$ cat config.mk
export PLATFORM = sky130hd
export DESIGN_NAME = riscv_v_exe_ctrl_flat
export DESIGN_NICKNAME = d
export VERILOG_FILES = /design/src/rtl/riscv_v_pkg.sv /design/src/rtl/riscv_v_exe_ctrl_if.sv /design/src/rtl/riscv_v_exe_ctrl.sv /design/src/flat_wrapper.sv
export SDC_FILE = /design/constraint.sdc
export NUM_CORES = 1
export LEC_CHECK = 0
export ABC_CLOCK_PERIOD_IN_PS = 2420
export BUFFER_PORTS_ARGS = -buffer_cell sky130_fd_sc_hd__buf_2
export CORE_AREA = 2 2 404 406
export CTS_BUF_LIST = sky130_fd_sc_hd__clkbuf_2 sky130_fd_sc_hd__clkbuf_4 sky130_fd_sc_hd__clkbuf_8
export DETAILED_ROUTE_END_ITERATION = 8
export DIE_AREA = 0 0 406 408
export RECOVER_POWER = 100
export SLEW_MARGIN = 20
export SYNTH_ARGS = -nofsm -noshare
export SYNTH_HDL_FRONTEND = slang
export SYNTH_SLANG_ARGS = --single-unit
$ cat constraint.sdc
create_clock -name clk -period 2.42 [get_ports clk]
set_clock_uncertainty 0.05 [all_clocks]
set_input_delay 0.363 -clock clk [delete_from_list [all_inputs] [get_ports clk]]
set_output_delay 0.363 -clock clk [all_outputs]
set_load 0.005 [all_outputs]
$ cat src/rtl/riscv_v_pkg.sv
// riscv_v_pkg: shared widths, exe control bundle and sequencer state encoding
package riscv_v_pkg;
  localparam int RISCV_V_DATA_WIDTH = 128;
  localparam int RISCV_V_NUM_BYTES_DATA = 16;
  localparam int VDATA_W = RISCV_V_DATA_WIDTH + RISCV_V_NUM_BYTES_DATA;
  localparam int NUM_BYTES = RISCV_V_NUM_BYTES_DATA;
  localparam int VRES_W = VDATA_W - NUM_BYTES;
  localparam int MUL_LAT_DEF = 3;
  typedef struct packed {
    logic [1:0]  osize;
    logic [7:0]  opcode;
    logic [5:0]  len;
    logic [15:0] imm;
    logic        is_signed;
    logic        is_sat;
    logic        is_mask;
    logic        is_red;
    logic        is_v2i;
    logic        is_mul;
    logic        is_widen;
    logic        is_narrow;
    logic [7:0]  rsvd;
  } exe_ctrl_t;
  localparam int CTRL_W = $bits(exe_ctrl_t);
  typedef enum logic [1:0] {IDLE, EXEC, WB} exe_state_e;
  function automatic int cnt_w(input int lat);
    return (lat > 1) ? $clog2(lat) : 1;
  endfunction
endpackage

$ cat src/rtl/riscv_v_exe_ctrl_if.sv
// riscv_v_exe_ctrl_if: decode, ALU and writeback signals of the vector exe sequencer
interface riscv_v_exe_ctrl_if;
  import riscv_v_pkg::*;
  logic                 id_valid;
  logic                 id_ready;
  logic [CTRL_W-1:0]    id_ctrl;
  logic                 id_is_mul;
  logic                 id_is_v2i;
  logic [VDATA_W-1:0]   id_srca;
  logic [VDATA_W-1:0]   id_srcb;
  logic [NUM_BYTES-1:0] id_mask;
  logic [4:0]           id_dst;
  logic                 flush;
  logic [CTRL_W-1:0]    alu_ctrl;
  logic [VDATA_W-1:0]   alu_srca;
  logic [VDATA_W-1:0]   alu_srcb;
  logic [NUM_BYTES-1:0] alu_mask;
  logic [VRES_W-1:0]    alu_vec_result;
  logic [31:0]          alu_int_result;
  logic                 wb_vec_valid;
  logic                 wb_vec_ready;
  logic [VRES_W-1:0]    wb_vec_data;
  logic                 wb_int_valid;
  logic                 wb_int_ready;
  logic [31:0]          wb_int_data;
  logic [4:0]           wb_dst;
  logic                 busy;
  modport slave (
    input  id_valid, id_ctrl, id_is_mul, id_is_v2i, id_srca, id_srcb, id_mask, id_dst, flush,
    input  alu_vec_result, alu_int_result, wb_vec_ready, wb_int_ready,
    output id_ready, alu_ctrl, alu_srca, alu_srcb, alu_mask,
    output wb_vec_valid, wb_vec_data, wb_int_valid, wb_int_data, wb_dst, busy
  );
  modport master (
    output id_valid, id_ctrl, id_is_mul, id_is_v2i, id_srca, id_srcb, id_mask, id_dst, flush,
    output alu_vec_result, alu_int_result, wb_vec_ready, wb_int_ready,
    input  id_ready, alu_ctrl, alu_srca, alu_srcb, alu_mask,
    input  wb_vec_valid, wb_vec_data, wb_int_valid, wb_int_data, wb_dst, busy
  );
endinterface

$ cat src/rtl/riscv_v_exe_ctrl.sv
// riscv_v_exe_ctrl: single-issue vector exe sequencer with multi-cycle multiply and held writeback
module riscv_v_exe_ctrl
  import riscv_v_pkg::*;
#(
  parameter int MUL_LAT = MUL_LAT_DEF
) (
  input logic               clk,
  input logic               rst,
  riscv_v_exe_ctrl_if.slave bus
);
  localparam int CNT_W = cnt_w(MUL_LAT);
  exe_state_e           state_q, state_d;
  logic [CNT_W-1:0]     cnt_q, cnt_d;
  logic [CTRL_W-1:0]    ctrl_q;
  logic [VDATA_W-1:0]   srca_q, srcb_q;
  logic [NUM_BYTES-1:0] mask_q;
  logic [4:0]           dst_q;
  logic                 v2i_q;
  logic                 vec_vld_q, vec_vld_d, int_vld_q, int_vld_d;
  logic [VRES_W-1:0]    vec_data_q;
  logic [31:0]          int_data_q;
  logic                 accept, capture, done;
  assign bus.id_ready = (state_q == IDLE) & ~bus.flush & ~rst;
  assign accept = bus.id_valid & bus.id_ready;
  assign capture = (state_q == EXEC) & (cnt_q == '0) & ~bus.flush;
  assign done = (vec_vld_q & bus.wb_vec_ready) | (int_vld_q & bus.wb_int_ready);
  assign bus.alu_ctrl = ctrl_q;
  assign bus.alu_srca = srca_q;
  assign bus.alu_srcb = srcb_q;
  assign bus.alu_mask = mask_q;
  assign bus.wb_vec_valid = vec_vld_q;
  assign bus.wb_vec_data = vec_data_q;
  assign bus.wb_int_valid = int_vld_q;
  assign bus.wb_int_data = int_data_q;
  assign bus.wb_dst = dst_q;
  assign bus.busy = state_q != IDLE;
  // next state: flush returns to IDLE from anywhere and drops any pending result
  always_comb begin
    state_d = state_q;
    cnt_d = cnt_q;
    vec_vld_d = vec_vld_q;
    int_vld_d = int_vld_q;
    if (bus.flush) begin
      state_d = IDLE;
      cnt_d = '0;
      vec_vld_d = 1'b0;
      int_vld_d = 1'b0;
    end else begin
      case (state_q)
        IDLE: if (accept) begin
          state_d = EXEC;
          cnt_d = bus.id_is_mul ? CNT_W'(MUL_LAT - 1) : '0;
        end
        EXEC: if (cnt_q == '0) begin
          state_d = WB;
          vec_vld_d = ~v2i_q;
          int_vld_d = v2i_q;
        end else begin
          cnt_d = cnt_q - CNT_W'(1);
        end
        WB: if (done) begin
          state_d = IDLE;
          vec_vld_d = 1'b0;
          int_vld_d = 1'b0;
        end
        default: state_d = IDLE;
      endcase
    end
  end
  // control state and writeback valids
  always_ff @(posedge clk) begin
    if (rst) begin
      state_q <= IDLE;
      cnt_q <= '0;
      vec_vld_q <= 1'b0;
      int_vld_q <= 1'b0;
    end else begin
      state_q <= state_d;
      cnt_q <= cnt_d;
      vec_vld_q <= vec_vld_d;
      int_vld_q <= int_vld_d;
    end
  end
  // operand registers load on accept and stay put until the next accept; result registers load at end of EXEC
  always_ff @(posedge clk) begin
    if (rst) begin
      ctrl_q <= '0;
      srca_q <= '0;
      srcb_q <= '0;
      mask_q <= '0;
      dst_q <= '0;
      v2i_q <= 1'b0;
      vec_data_q <= '0;
      int_data_q <= '0;
    end else begin
      if (accept) begin
        ctrl_q <= bus.id_ctrl;
        srca_q <= bus.id_srca;
        srcb_q <= bus.id_srcb;
        mask_q <= bus.id_mask;
        dst_q <= bus.id_dst;
        v2i_q <= bus.id_is_v2i;
      end
      if (capture) begin
        vec_data_q <= v2i_q ? vec_data_q : bus.alu_vec_result;
        int_data_q <= v2i_q ? bus.alu_int_result : int_data_q;
      end
    end
  end
endmodule

$ cat src/flat_wrapper.sv
// flat-port wrapper written by rule: the top's interface ports become plain ports
module riscv_v_exe_ctrl_flat import riscv_v_pkg::*;
#(
  parameter int MUL_LAT = MUL_LAT_DEF
)
  (clk, rst, bus_id_valid, bus_id_ctrl, bus_id_is_mul, bus_id_is_v2i, bus_id_srca, bus_id_srcb, bus_id_mask, bus_id_dst, bus_flush, bus_alu_vec_result, bus_alu_int_result, bus_wb_vec_ready, bus_wb_int_ready, bus_id_ready, bus_alu_ctrl, bus_alu_srca, bus_alu_srcb, bus_alu_mask, bus_wb_vec_valid, bus_wb_vec_data, bus_wb_int_valid, bus_wb_int_data, bus_wb_dst, bus_busy);
  riscv_v_exe_ctrl_if bus_i ();
  input logic clk;
  input logic rst;
  input wire logic [$bits(bus_i.id_valid)-1:0] bus_id_valid;
  input wire logic [$bits(bus_i.id_ctrl)-1:0] bus_id_ctrl;
  input wire logic [$bits(bus_i.id_is_mul)-1:0] bus_id_is_mul;
  input wire logic [$bits(bus_i.id_is_v2i)-1:0] bus_id_is_v2i;
  input wire logic [$bits(bus_i.id_srca)-1:0] bus_id_srca;
  input wire logic [$bits(bus_i.id_srcb)-1:0] bus_id_srcb;
  input wire logic [$bits(bus_i.id_mask)-1:0] bus_id_mask;
  input wire logic [$bits(bus_i.id_dst)-1:0] bus_id_dst;
  input wire logic [$bits(bus_i.flush)-1:0] bus_flush;
  input wire logic [$bits(bus_i.alu_vec_result)-1:0] bus_alu_vec_result;
  input wire logic [$bits(bus_i.alu_int_result)-1:0] bus_alu_int_result;
  input wire logic [$bits(bus_i.wb_vec_ready)-1:0] bus_wb_vec_ready;
  input wire logic [$bits(bus_i.wb_int_ready)-1:0] bus_wb_int_ready;
  output wire logic [$bits(bus_i.id_ready)-1:0] bus_id_ready;
  output wire logic [$bits(bus_i.alu_ctrl)-1:0] bus_alu_ctrl;
  output wire logic [$bits(bus_i.alu_srca)-1:0] bus_alu_srca;
  output wire logic [$bits(bus_i.alu_srcb)-1:0] bus_alu_srcb;
  output wire logic [$bits(bus_i.alu_mask)-1:0] bus_alu_mask;
  output wire logic [$bits(bus_i.wb_vec_valid)-1:0] bus_wb_vec_valid;
  output wire logic [$bits(bus_i.wb_vec_data)-1:0] bus_wb_vec_data;
  output wire logic [$bits(bus_i.wb_int_valid)-1:0] bus_wb_int_valid;
  output wire logic [$bits(bus_i.wb_int_data)-1:0] bus_wb_int_data;
  output wire logic [$bits(bus_i.wb_dst)-1:0] bus_wb_dst;
  output wire logic [$bits(bus_i.busy)-1:0] bus_busy;
  assign bus_i.id_valid = bus_id_valid;
  assign bus_i.id_ctrl = bus_id_ctrl;
  assign bus_i.id_is_mul = bus_id_is_mul;
  assign bus_i.id_is_v2i = bus_id_is_v2i;
  assign bus_i.id_srca = bus_id_srca;
  assign bus_i.id_srcb = bus_id_srcb;
  assign bus_i.id_mask = bus_id_mask;
  assign bus_i.id_dst = bus_id_dst;
  assign bus_i.flush = bus_flush;
  assign bus_i.alu_vec_result = bus_alu_vec_result;
  assign bus_i.alu_int_result = bus_alu_int_result;
  assign bus_i.wb_vec_ready = bus_wb_vec_ready;
  assign bus_i.wb_int_ready = bus_wb_int_ready;
  assign bus_id_ready = bus_i.id_ready;
  assign bus_alu_ctrl = bus_i.alu_ctrl;
  assign bus_alu_srca = bus_i.alu_srca;
  assign bus_alu_srcb = bus_i.alu_srcb;
  assign bus_alu_mask = bus_i.alu_mask;
  assign bus_wb_vec_valid = bus_i.wb_vec_valid;
  assign bus_wb_vec_data = bus_i.wb_vec_data;
  assign bus_wb_int_valid = bus_i.wb_int_valid;
  assign bus_wb_int_data = bus_i.wb_int_data;
  assign bus_wb_dst = bus_i.wb_dst;
  assign bus_busy = bus_i.busy;
  riscv_v_exe_ctrl #(.MUL_LAT(MUL_LAT)) u_core (.clk(clk), .rst(rst), .bus(bus_i));
endmodule
* After elaboration in Yosys (flattened, before gate mapping)
Index checks and enable logic that the tools add are counted.
** Storage, ports and cells
- Bits in registers :: 524
- Bits in latches :: 0
- Memory bits (writable) :: 0
- ROM bits :: 0
- Output and inout bits :: 521
- Memories :: 0
** Operators by class
- Add/subtract/negate cells :: 1
- $mul :: 0
- Divide/modulo/power cells :: 0
- Order comparisons :: 0
- Equal/unequal tests :: 6
- Shift-type cells :: 0
- Muxes and demuxes :: 13
- Bitwise gates (word level) :: 11
- Reductions and logical operators :: 11
** Operator list (number)
- $mux 2 :: 6
- $reduce_and 3->1 :: 3
- $and 1x1->1 :: 7
- $pmux 2 s3 :: 1
- $reduce_bool 2->1 :: 3
- $logic_not 2->1 :: 2
- $ne 2x1->1 const B :: 2
- $ne 2x2->1 const B :: 2
- $pmux 1 s2 :: 2
- $pmux 2 s2 :: 1
- $reduce_and 2->1 :: 2
- $mux 1 :: 3
- $not 1->1 :: 3
- $eq 2x1->1 const B :: 1
- $eq 2x2->1 const B :: 1
- $reduce_or 2->1 :: 1
- $sub 2x1->2 const B :: 1
- $or 1x1->1 :: 1

* Depth between registers and ports, before layout
Gate-level depths: netlist of the first run.
- Depth in word-level cells :: 6
- Mapped depth :: 8

* Least setup slack after synthesis of the first run
Ideal clock, no wire load.
- Path kind :: flip-flop to flip-flop
- Start point :: reg u_core.state_q[1]
- End point :: reg u_core.vec_data_q[107] (netlist: u_core.bus.wb_vec_data[107])
- Setup time :: 0.132 ns
- Arrival :: 1.526 ns
- Slack :: 0.712 ns
- Cell stages (with the launch flop) :: 9
- Path buffers :: 2
- Cells stage by stage :: dfxtp_1 inv_1 ha_1 nand2_1 or3_1 clkbuf_1 clkbuf_1 nand2_1 a21oi_1
** Between the ends
- Word-level cells in the longest chain between the ends :: 4
** Ends and longest elaborated chain
- start, declared :: line riscv_v_exe_ctrl.sv:12 : exe_state_e state_q, state_d;
- start signal, assigned :: line riscv_v_exe_ctrl.sv:78 : state_q <= state_d;
- $eq 2x1->1 :: line riscv_v_exe_ctrl.sv:25 : assign capture = (state_q == EXEC) & (cnt_q == '0) & ~bus.flush;
- $and 1x1->1 (2 in a row) :: line riscv_v_exe_ctrl.sv:25
- $reduce_and 2->1 (no line)
- end signal, assigned :: line riscv_v_exe_ctrl.sv:105 : vec_data_q <= v2i_q ? vec_data_q : bus.alu_vec_result;
- end, declared :: line riscv_v_exe_ctrl.sv:20 : logic [VRES_W-1:0] vec_data_q;
No other way between the ends.
A chain may end at the register's enable or synchronous reset.

* Final worst setup path of the first run
- Start point :: reg u_core.state_q[0]
- End point :: reg u_core.srca_q[40] (netlist: u_core.bus.alu_srca[40])
** Between the ends
- Word-level cells in the longest chain between the ends :: 4
** Ends and longest elaborated chain
- $logic_not 2->1 :: line riscv_v_exe_ctrl.sv:23 : assign bus.id_ready = (state_q == IDLE) & ~bus.flush & ~rst;
- $and 1x1->1 (2 in a row) :: line riscv_v_exe_ctrl.sv:23
- $and 1x1->1 :: line riscv_v_exe_ctrl.sv:24 : assign accept = bus.id_valid & bus.id_ready;
- end signal, assigned :: line riscv_v_exe_ctrl.sv:98 : srca_q <= bus.id_srca;
- end, declared :: line riscv_v_exe_ctrl.sv:15 : logic [VDATA_W-1:0] srca_q, srcb_q;
No other way between the ends.

==> impl_results.md, run 1 <==
- Status: completed
- Total iterations of the first detailed-routing run: 5
- Int Pwr: around 16 mW
- Switching Share: between 20% and 30%
- Pins Over Slew Limit: 0
- FF-to-FF Start: u_core.state_q[0]
- First-pass GRT wire length: ~180,000 um
- Die width: ~400 um
- Initial antenna violation count: 75
- CTS Buffer Depth: 3
- Comb power frac: 12.3%
- Die footprint: 165,600 um^2
- Worst reg2reg setup slack: just under 0.1 ns
- VDD IR max: between 0.4 and 0.5 mV
- Post-DRT Antenna Nets: 0
- Seq pwr share: about two fifths
- NetSw: approximately 6 mW
- Starting Density: between 10 and 15%
- Final min period: 2.321 ns
- Post-DP HPWL: ~110,000 um
- Setup tns final: 0 ns
- Setup-failing EPs final: 0
- Mapped Avg Cell Area: 7.855 um^2
- Via density: ~3.7
- Detailed Route Iter0 Violations: 1,590
- Clk sink count: approximately 520
- Largest net degree at the start of global routing: 170
- Syn_nets: 2,831
- Register area share after synthesis: 58.04%
- FP Rows: 148
- Clk pwr share: 47.0%
- Worst skew pair latency: ~0.8 ns
- Clock-pin slew of the registers on the worst-case setup and hold paths: 0.05 ns
- Num CTS Buffers: ~100
- Worst EP required: 3.14 ns
- Root Buffer: clkbuf_8
- CP Capture Type: flip-flop
- Arrival time of the worst setup path: ~3 ns
- H-Tree Depth: 3
- Vias in the first global route: 22,521
- RD Place Congestion: 0.8828
- Critical path startpoint: u_core.state_q[0]
- Power density over the cells: 653.3 nW/um^2
- Total vias in the final route: 22,720
- Remaining Overflow, GRT: 0
- Hold path endpoint: u_core.state_q[1]
- DRC Markers: 0
- CP Max Fanout: 21
- Achievable Freq: 0.4308 GHz
- Final wirelength: 138,700 um
- I/O Pins: 1,046
- Fillcell total: 17,962
- Critical Path Source Type: flip-flop
- Worst R2R Path Depth: 10
- Relative slew slack: a little over a third
- Worst hold slack: 0.1712 ns
- Port bufs: 1,045
- Final net count: between 4,000 and 5,000
- Synth Register Bits: 524
- HP Class: input pin to flip-flop
- Crit path kind: flip-flop to flip-flop
- Pleak: 14.40 nW
- WL/cell: 22.41 um
- Period Utilization, post-route: a little over nine tenths
- Ratio of cells with drive above 1 in the final layout: a little under a third
- Worst r2r dst: u_core.bus.alu_srca[40]
- Final hold violations: 0
- P&R area growth vs syn: 87.65%
- CORE AREA: 161,700 um^2
- Hold Crit Depth: 4
- Die Ht: 408 um
- Yosys cell types: 26
- CTS tree: yes
- Most frequent cells in the layout: nand2_1 (1,039), buf_2 (1,000), dlygate4sd3_1 (568)
- Least-Margin Pin Slew: 0.9766 ns
- GRT Overall Usage: 15.95%
- HP Start: bus_wb_int_ready
- Post-synth design cell area: between 15,000 and 20,000 um^2
- Commonest non-fill, non-tap cell in the layout: nand2_1
- RSZ-0062 raised after global routing: no
- Synth Instances: 2,301
- Max-cap viol count: 0
- Yosys Warn Count: 0
==> how the worst max path moves through the flow <==
stage                                  end  depth (start not counted)  slack, ns
4_1_cts                       bus_id_ready                          5      0.007
5_1_grt            u_core.bus.alu_srca[40]                         10      0.008
6_report           u_core.bus.alu_srca[40]                         10        0.1
2_1_floorplan  u_core.bus.wb_vec_data[107]                          8       0.71
3_3_place_gp      u_core.bus.alu_srca[122]                          7       0.29
3_5_place_dp      u_core.bus.alu_srca[118]                          7       0.22
==> cell type report <==
type                       count  area [um^2]  share of cell area (%)
timing repair buffer        1664        11420                   33.68
antenna                       33        82.58                  0.2435
sequential                   524        10490                   30.93
multi-input combinational   1599         6835                   20.15
tap                         2175         2721                   8.023
inverter                       7        30.03                 0.08853
clock inverter                31        397.9                   1.173
clock buffer                 154         1938                   5.714
==> timing repair <==
| action | in CTS | in global routing |
|---|---|---|
| pin swaps | 0 | 1 |
| gates cloned | 0 | 2 |
| hold buffers | 568 | 0 |
| setup buffers | 1 | 2 |
| hold endpoints to repair | 524 | 0 |
| endpoints found under the setup margin | 2 | 19 |
| gates resized for setup | 6 | 3 |
==> flip-flops by register name, indices dropped and copies added, names as in the netlist <==
register	count
u_core.bus.alu_srca	144
u_core.bus.alu_srcb	144
u_core.bus.wb_vec_data	128
u_core.bus.alu_ctrl	48
u_core.bus.wb_int_data	32
u_core.bus.alu_mask	16
u_core.bus.wb_dst	5
u_core.cnt_q	2
u_core.state_q	2
u_core.bus.wb_int_valid	1
u_core.bus.wb_vec_valid	1
u_core.v2i_q	1
==> power by group through the flow <==
stage,Sequential (mW),Combinational (mW),Clock [mW]
after global placement,9.20,1.89,0
after floorplan,9.22,0.643,0
after detailed placement,9.21,1.91,0
after CTS,9.03,2.76,10.8
after global routing,9.06,2.96,11.1
final,9.03,2.72,10.4
==> stage by stage <==
stage | total power [mW] | area (um^2) | worst slack (ns) | std cells | utilization (%)
2_1_floorplan | 9.866 | 18070 | 0.7117 | 2301 | -
3_3_place_gp | 11.09 | 25860 | 0.2880 | 5396 | 16.00
3_5_place_dp | 11.12 | 25860 | 0.2186 | 5396 | 16.00
4_1_cts | 22.60 | 33910 | 0.007381 | 6150 | 20.97
5_1_grt | 23.13 | 33900 | 0.007553 | 6181 | 20.97
6_report | 22.16 | 33920 | 0.09859 | 6187 | 20.98
==> worst max-delay path, cell delays in order (launching register included) <==
cell	delay [ns]
dfxtp_1	0.33
inv_2	0.11
ha_4	0.20
clkinvlp_4	0.11
buf_4	0.16
nor2_8	0.15
buf_16	0.20
buf_4	0.16
nand2_1	0.09
a21oi_1	0.13
dlygate4sd3_1	0.56
==> cells in the mapped netlist (all sizes together) <==
library cell / number / area, um^2
or3: 1 / 6.260
a211oi: 4 / 30.03
or3b: 1 / 11.26
nor2b: 3 / 18.77
and2: 2 / 12.51
nand3: 1 / 5.000
clkbuf: 109 / 412.9
o21ai: 3 / 15.01
buf: 62 / 350.3
nor3: 2 / 10.01
a21oi: 521 / 2608
nand3b: 1 / 7.510
nand2: 1039 / 3900
nor3b: 1 / 7.510
nor2: 9 / 50.05
or2: 1 / 6.260
ha: 5 / 62.56
a22oi: 2 / 15.01
inv: 7 / 26.28
mux2i: 3 / 30.03
dfxtp: 524 / 10490
==> metal layers <==
metal	global-route usage, %	vias to the layer above	wire (um)
met5	0	-	55
met4	7.255	8	6379
met3	10.30	295	20570
met2	25.42	1058	62180
met1	16.26	10727	49500
li1	-	10632	-
==> logic make-up after synthesis <==
kind of cell	share of synthesized area (%)
flip-flops	58.04
multiplexers	0.1661
buffers and inverters	4.368
AND/OR/NAND/NOR	22.32
adder cells (fa/ha/maj)	0.3461
AO/OA/AOI/OAI	14.76
Note: power is estimated with default switching activity, not from simulation.
==> run 2: changes to the inputs <==
--- a/config.mk
+++ b/config.mk
@@ -8,7 +8,7 @@
 export ABC_CLOCK_PERIOD_IN_PS = 2420
 export BUFFER_PORTS_ARGS = -buffer_cell sky130_fd_sc_hd__buf_2
 export CORE_AREA = 2 2 404 406
-export CTS_BUF_LIST = sky130_fd_sc_hd__clkbuf_2 sky130_fd_sc_hd__clkbuf_4 sky130_fd_sc_hd__clkbuf_8
+export CTS_BUF_LIST = sky130_fd_sc_hd__clkbuf_4
 export DETAILED_ROUTE_END_ITERATION = 8
 export DIE_AREA = 0 0 406 408
 export RECOVER_POWER = 100
==> impl_results.md, run 2 <==
- Syn_nets: 2,831 (unchanged)
- H-Tree Depth: 4 (+1)
- Mapped Avg Cell Area: 7.855 um^2 (unchanged)
- Top FF cell, synth: dfxtp_1
- EDFF count, synth: 0 (unchanged)
- Yosys cell types: 26 (unchanged)
- Post-synth design cell area: 18,070 um^2 (unchanged)
- Most common cell in the netlist: nand2_1
- FP Rows: 148 (unchanged)
- Port bufs: 1,045 (unchanged)
- Num CTS Buffers: 163 (+57%)
- Yosys Warn Count: 0 (unchanged)
- Post-Place Cell Area: 25,860 um^2 (unchanged)
- Clk sink count: 524 (unchanged)
- Status: aborted with a tool error
- RD Place Congestion: 0.8828 (unchanged)
- Hold buffers post-CTS: 1,140 (+100%)
- First Err: [ERROR RSZ-0060] Max buffer count reached.
- Top-area cell type share of the netlist area: 58.04% (unchanged)
- Post-DP HPWL: 109,100 um (unchanged)
- Die Ht: 408 um (unchanged)
- # resized after CTS: 26 (+20)
- Synth Register Bits: 524 (unchanged)
- Die width: 406 um (unchanged)
- Register area share after synthesis: 58.04% (unchanged)
- Halt Stage: 4_1_cts
- Top post-synthesis cells by count: nand2_1 (1,039), dfxtp_1 (524), a21oi_1 (521)
- Setup fix buffers added after clock tree synthesis: 6 (+5)
- Starting Density: 11.18% (unchanged)
- Synth Instances: 2,301 (unchanged)
- Async set-reset flop share out of synthesis: 0% (unchanged)
- CTS Buffer Depth: 3 (unchanged)
- I/O Pins: 1,046 (unchanged)
- Root Buffer: clkbuf_4
- Area leader, netlist: dfxtp_1
- Area contributors post-synth: dfxtp_1 (58%), nand2_1 (22%), a21oi_1 (14%)
## run 2: kinds of logic after synthesis
logic type                 count (synthesis)  share of synthesized area, %
buffers and inverters                    178                         4.368
DFF                                      524                         58.04
AOI/OAI and AO/OA                        530                         14.76
muxes                                      3                        0.1661
adders and majority gates                  5                        0.3461
and+or+nand+nor                         1061                         22.32
## run 2: metrics by stage
step,std cells,hold WS (ns),util [%],worst slack (ns)
2_1_floorplan,2301,0.4027,-,0.7117
3_3_place_gp,5396,0.3891,16.00,0.2880
3_5_place_dp,5396,0.3931,16.00,0.2186
==> run 3: changes to the inputs <==
--- a/config.mk
+++ b/config.mk
@@ -7,10 +7,10 @@
 export LEC_CHECK = 0
 export ABC_CLOCK_PERIOD_IN_PS = 2420
 export BUFFER_PORTS_ARGS = -buffer_cell sky130_fd_sc_hd__buf_2
-export CORE_AREA = 2 2 404 406
-export CTS_BUF_LIST = sky130_fd_sc_hd__clkbuf_4
+export CORE_AREA = 2 2 407 409
 export DETAILED_ROUTE_END_ITERATION = 8
-export DIE_AREA = 0 0 406 408
+export DIE_AREA = 0 0 409 411
+export PLACE_DENSITY_LB_ADDON = 0.15
 export RECOVER_POWER = 100
 export SLEW_MARGIN = 20
 export SYNTH_ARGS = -nofsm -noshare
==> impl_results.md, run 3 (synthesized netlist as in run 1, its figures left out) <==
- Busiest grt layer: met2
- Pins Over Slew Limit: 0
- Critical Path Source Type: input pin
- Worst EP required: 2.01 ns
- Arrival time of the worst setup path: 1.92 ns
- Worst r2r dst: u_core.bus.wb_int_data[28]
- CP Capture Type: output pin
- Switching Share: between 20% and 30%
- Reg area: roughly 10,000 um^2
- Fillcell total: 18,784
- Remaining Overflow, GRT: 0
- Pleak: 12.43 nW
- Setup tns final: 0 ns
- Final min period: 2.332 ns
- Area of the multi-input gates: 6838 um^2
- Final net count: 4,375
- I/O Pins: 1,046 (unchanged)
- Crit-path slowest cell: dlygate4sd3_1
- Port bufs: 1,045 (unchanged)
- Relative slew slack: 21.17%
- WP buf/inv: 3
- Clk pwr share: 49.3%
- Final hold violations: 0
- GRT Overall Usage: 12.40%
- Detailed Route Iter0 Violations: between 700 and 800
- Comb power frac: 10.8%
- Crit path kind: input pin to output pin
- Clock-pin slew of the registers on the worst-case setup and hold paths: 0.06 ns
- FF-to-FF Start: u_core.state_q[1]
- Max-cap viol count: 0
- Met2 Use GR: 21.00%
- Vias in the first global route: 21,233
- Die width: 409 um (+0.74%)
- Setup-failing EPs final: 0
- Worst R2R Path Depth: 7
- Die footprint: 168,100 um^2
- Post-DP HPWL: 84,150 um (-23%)
- Status: completed
- Most frequent cells in the layout: nand2_1 (1,039), buf_2 (596), dlygate4sd3_1 (527)
- GRT met1 Usage: approximately 14%
- Seq pwr share: around two fifths
- RSZ-0062 raised after global routing: no
- Commonest non-fill, non-tap cell in the layout: nand2_1
- Delay-heaviest family, CP: buffers and inverters
- Design Area, Final: ~33,000 um^2
- CP Max Fanout: 24
- Worst skew pair latency: about 0.67 ns
- Period Utilization, post-route: 96.37%
- Largest net degree at the start of global routing: 176
- Via density: 3.475
- Initial antenna violation count: 31
- Total vias in the final route: 21,213
- HP Class: input pin to flip-flop
- Critical path startpoint: rst
- Num CTS Buffers: 73 (-55%)
- FP Rows: 149 (+0.68%)
- Max stage delay on crit path: 0.59 ns
- GRT met3 Usage: 5.497%
- P&R area growth vs syn: 83.63%
- Clk sink count: 524 (unchanged)
- Starting Density: 11.03% (-0.15 points)
- Post-DRT Antenna Nets: 0
- Int Pwr: approximately 17 mW
- Least-Margin Pin Slew: 1.182 ns
- Worst path cell trace: dlygate4sd3_1 > buf_8 > or2_2 > nor2_2 > clkbuf_2
- CORE AREA: 163,900 um^2
- RD Place Congestion: 0.8348 (-5.4%)
- Root Buffer: clkbuf_16
- WL/cell: 18.17 um
- Power density over the cells: 683.0 nW/um^2
- Die Ht: 411 um (+0.74%)
- DRC Markers: 0
- Ratio of cells with drive above 1 in the final layout: 19.79%
- CTS tree: yes
- H-Tree Depth: 3 (-1)
- Post-Place Cell Area: 26,040 um^2 (+0.71%)
- First-pass GRT wire length: about 150,000 um
- CTS Buffer Depth: 3 (unchanged)
- CP Depth: 5
- NetSw: 5.990 mW
- CP endpoint: bus_id_ready
- Worst reg2reg setup slack: between 0.2 and 0.25 ns
- Achievable Freq: 0.4288 GHz
- Final wirelength: between 100,000 and 150,000 um
- Total iterations of the first detailed-routing run: 5
- VDD IR max: 0.5872 mV
run 3: layout make-up:
cell class                      instances  share of cell area, %
Tap cell                             2189                  8.252
Multi-Input combinational cell       1599                  20.60
Sequential cell                       524                  31.61
Inverter                                7                0.07916
Timing Repair Buffer                 1640                  31.96
Antenna cell                           16                 0.1206
Clock inverter                         23                  1.127
Clock buffer                          107                  6.250
run 3: worst min-delay path by stage:
stage                            startpoint                        end  slack [ns]  cells after the start
floorplan            u_core.bus.alu_ctrl[0]     u_core.bus.alu_ctrl[0]        0.40                      2
global placement    u_core.bus.alu_srca[12]    u_core.bus.alu_srca[12]        0.39                      2
detailed placement  u_core.bus.alu_srcb[76]    u_core.bus.alu_srcb[76]        0.39                      2
CTS                   bus_alu_vec_result[3]  u_core.bus.wb_vec_data[3]       0.008                      3
global route          bus_alu_vec_result[3]  u_core.bus.wb_vec_data[3]        0.02                      3
finish                bus_alu_vec_result[3]  u_core.bus.wb_vec_data[3]        0.04                      3
run 3: through the flow:
step	hold WS (ns)	setup WS, ns	std cells	power [mW]	util [%]
floorplan	0.4027	0.7117	2301	9.866	-
global placement	0.3893	0.3020	5427	11.06	15.89
detailed placement	0.3933	0.2868	5427	11.06	15.89
CTS	0.008210	0.002577	6084	23.33	20.61
global route	0.01523	0.02964	6098	23.76	20.24
finish	0.04126	0.08778	6105	22.67	20.25
run 3: layer usage:
layer	part of all wire, %	wire length, um
met3	10	11350
met2	48	53490
met5	0.021	23
met1	39	43690
met4	2.1	2355
run 3: power groups by stage:
stage / registers (mW) / logic, mW / clock network, mW
floorplan: 9.22 / 0.643 / 0
global placement: 9.23 / 1.83 / 0
detailed placement: 9.23 / 1.83 / 0
CTS: 9.04 / 2.59 / 11.7
global route: 9.08 / 2.71 / 12.0
finish: 9.05 / 2.45 / 11.2
run 3: worst min-delay path: stages:
cell and delay [ns]:
buf_2 0.10, nand2_1 0.15, a21oi_1 0.09
run 3: repair_timing:
action,CTS,global route
hold buffers,527,0
setup endpoints to repair,1,8
pin swaps,0,1
gates cloned,0,2
hold endpoints to repair,516,0
buffers inserted,0,3
resized for setup,2,3
==> run 4: changes to the inputs <==
--- a/config.mk
+++ b/config.mk
@@ -5,11 +5,12 @@
 export SDC_FILE = /design/constraint.sdc
 export NUM_CORES = 1
 export LEC_CHECK = 0
+export ABC_AREA = 1
 export ABC_CLOCK_PERIOD_IN_PS = 2420
 export BUFFER_PORTS_ARGS = -buffer_cell sky130_fd_sc_hd__buf_2
-export CORE_AREA = 2 2 407 409
+export CORE_AREA = 2 2 402 404
 export DETAILED_ROUTE_END_ITERATION = 8
-export DIE_AREA = 0 0 409 411
+export DIE_AREA = 0 0 404 406
 export PLACE_DENSITY_LB_ADDON = 0.15
 export RECOVER_POWER = 100
 export SLEW_MARGIN = 20
==> impl_results.md, run 4 <==
- Status: completed
- Synth Instances: 2,356 (+2.4%)
- Final hold violations: 0 (unchanged)
- Area leader, netlist: dfxtp_1
- Final min period: 2.354 ns (+0.02149 ns)
- Total iterations of the first detailed-routing run: 5 (unchanged)
- Fillcell total: 18,218 (-3.0%)
- GRT Overall Usage: 12.82% (+0.43 points)
- RSZ-0062 raised after global routing: no
- VDD IR max: 0.4274 mV (-27%)
- Via density: 3.705 (+6.6%)
- Crit path kind: input pin to flip-flop
- CORE AREA: 159,600 um^2 (-2.6%)
- CP Capture Type: flip-flop
- Syn_nets: 2,886 (+1.9%)
- Final net count: 4,375 (unchanged)
- CTS Buffer Depth: 3 (unchanged)
- Pleak: 12.57 nW (+1.2%)
- EDFF count, synth: 0 (unchanged)
- Clk sink count: 524 (unchanged)
- Reg area: 10,490 um^2 (about the same)
- Die Ht: 406 um (-1.2%)
- Post-DRT Antenna Nets: 0 (unchanged)
- Port bufs: 1,045 (unchanged)
- H-Tree Depth: 3 (unchanged)
- Post-Synth XOR/XNOR Area: 0% (unchanged)
- Post-synth design cell area: 18,730 um^2 (+3.6%)
- Max stage delay on crit path: 0.56 ns (-0.03 ns)
- CP Max Fanout: 47 (+96%)
- Remaining Overflow, GRT: 0 (unchanged)
- DRC Markers: 0 (unchanged)
- Most common cell in the netlist: dfxtp_1
- Worst reg2reg setup slack: 0.19 ns (-0.03 ns)
- Total power: 23.35 mW (+3.0%)
- Achievable Freq: 0.4249 GHz (-0.91%)
- Detailed Route Iter0 Violations: 1,252 (+58%)
- FP Rows: 147 (-1.3%)
- Power density over the cells: 695.8 nW/um^2 (+1.9%)
- Yosys Warn Count: 0 (unchanged)
- WL/cell: 18.68 um (+2.8%)
- Inst Count DP: 5,336 (-1.7%)
- Largest net degree at the start of global routing: 165 (-6.3%)
- Synth Register Bits: 524 (unchanged)
- Largest family of logic cells by synthesized area: simple AND/OR/NAND/NOR gates
- Top post-synthesis cells by count: dfxtp_1 (524), nand2_1 (407), nand3_1 (395)
- P&R area growth vs syn: 79.19%
- Die footprint: 164,000 um^2 (-2.4%)
- Arrival time of the worst setup path: 2.76 ns (+0.84 ns)
- Post-Synth Simple-Gate Area: 24.31% (+2.0 points)
- Crit-path slowest cell: dlygate4sd3_1
- Setup tns final: 0 ns (unchanged)
- Area of the multi-input gates: 7274 um^2 (+6.4%)
- Design Area, Final: 33,570 um^2 (+1.1%)
- Die width: 404 um (-1.2%)
- Least-Margin Pin Slew: 1.160 ns (-0.02196 ns)
- Ratio of cells with drive above 1 in the final layout: 19.87% (+0.072 points)
- Most frequent cells in the layout: buf_2 (585), dfxtp_1 (523), dlygate4sd3_1 (513)
- Post-Place Cell Area: 26,490 um^2 (+1.7%)
- Post-DP HPWL: 81,320 um (-3.4%)
- RD Place Congestion: 0.7769 (-6.9%)
- Period Utilization, post-route: 97.26% (+0.89 points)
- Adder-cell share of the synthesized area: 0.3340% (-0.012 points)
- Clock-pin slew of the registers on the worst-case setup and hold paths: 0.05 ns (about the same)
- Post-synthesis mux area share: 0% (-0.17 points)
- Mapped Avg Cell Area: 7.951 um^2 (+1.2%)
- Async set-reset flop share out of synthesis: 0% (unchanged)
- Final Non-Filler Cells: 5,993 (-1.8%)
- Yosys cell types: 19 (-27%)
- Top FF cell, synth: dfxtp_1
- Critical Path Source Type: input pin
- Register area share after synthesis: 56.00% (-2.0 points)
- Worst path cell trace: dlygate4sd3_1 > buf_8 > nor2_1 > nand3_4 > buf_6 > buf_4 > nand2_1 > a21oi_1
- Starting Density: 11.73% (+0.70 points)
- Num CTS Buffers: 73 (unchanged)
- Worst skew pair latency: 0.62 ns (-0.05 ns)
- Setup-failing EPs final: 0 (unchanged)
- Pins Over Slew Limit: 0 (unchanged)
- Initial antenna violation count: 20 (-35%)
- Commonest non-fill, non-tap cell in the layout: buf_2
- Worst hold slack: 0.03817 ns (-0.003093 ns)
- Max-cap viol count: 0 (unchanged)
- Total vias in the final route: 22,206 (+4.7%)
- Vias in the first global route: 22,534 (+6.1%)
- Final wirelength: 112,000 um (+0.95%)
- I/O Pins: 1,046 (unchanged)
- Top-area cell type share of the netlist area: 56.00% (-2.0 points)
- Area contributors post-synth: dfxtp_1 (56%), nand3_1 (11%), a21oi_1 (11%)
- Synth Area in Compound Gates: 14.00% (-0.76 points)
- Worst EP required: 2.83 ns (+0.82 ns)
- HP Class: input pin to flip-flop
- Relative slew slack: 22.64% (+1.5 points)
- Root Buffer: clkbuf_16
- First-pass GRT wire length: 156,600 um (+2.4%)
- CTS tree: yes
-- run 4: changes by cell type after synthesis, sizes merged, moves of 7 or more --
cell    previous run  this run
clkbuf           109       120
nor2               9       269
nand3              1       395
nand2           1039       407
o21ai              3       130
buf               62        95
inv                7        14
a21oi            521       394
-- run 4: layout make-up --
cell class | count | area share, %
clock buffers | 113 | 6.613
well taps | 2086 | 7.776
repair buffers | 1629 | 31.57
flip-flops and latches | 524 | 31.26
diodes | 6 | 0.04473
multi-input cells | 1603 | 21.67
clock inverters | 18 | 0.9095
inverters | 14 | 0.1603
-- run 4: through the flow --
stage               setup slack (ns)  utilization [%]
global placement              0.2866            16.59
floorplan                     0.7989                -
global route                0.007285            21.02
finish                       0.06629            21.03
CTS                          0.01276            21.45
detailed placement            0.3116            16.59
-- run 4: cell families (layout without fill, tap and decap cells) --
| group | after synthesis | count (layout) |
|---|---|---|
| AOI/OAI and AO/OA | 524 | 524 |
| adders and majority gates | 5 | 5 |
| buffers and inverters | 229 | 1774 |
| DFF | 524 | 524 |
| other | 0 | 6 |
| and+or+nand+nor | 1074 | 1074 |
-- run 4: critical path: cells and delay by family --
family	cells	cell delay [ns]
AOI/OAI and AO/OA	1	0.06
buffers and inverters	4	1.36
and+or+nand+nor	3	0.84
-- run 4: report_power, final --
part	internal (mW)	switching, mW	leakage (nW)
Clock	6.97	4.49	1.24
Combinational	1.34	1.47	7.09
Sequential	8.92	0.157	4.25
-- run 4: final timing paths --
| path | cells after the start | to | startpoint |
|---|---|---|---|
| max | 8 | u_core.bus.alu_srcb[117] | rst |
| min | 3 | u_core.bus.wb_vec_data[67] | bus_alu_vec_result[67] |
| max reg2reg | 9 | u_core.bus.wb_int_data[22] | u_core.state_q[1] |
| min reg2reg | 2 | u_core.bus.wb_int_data[8] | u_core.bus.wb_int_data[8] |
-- run 4: routing by layer --
| layer | vias to the layer above | GRT usage (%) | share of wire (%) |
|---|---|---|---|
| met4 | 8 | 4.091 | 3.2 |
| met3 | 156 | 4.393 | 7.5 |
| met2 | 712 | 22.26 | 49 |
| met5 | - | 0 | 0.045 |
| met1 | 10452 | 14.69 | 40 |
| li1 | 10878 | - | - |
-- run 4: what timing repair did --
item / in CTS / in global routing
hold buffers: 512 / 1
gates resized for setup: 3 / 4
cloned: 2 / 2
hold endpoints to repair: 511 / 1
buffers inserted: 3 / 0
pin swaps: 1 / 1
setup endpoints to repair: 1 / 77
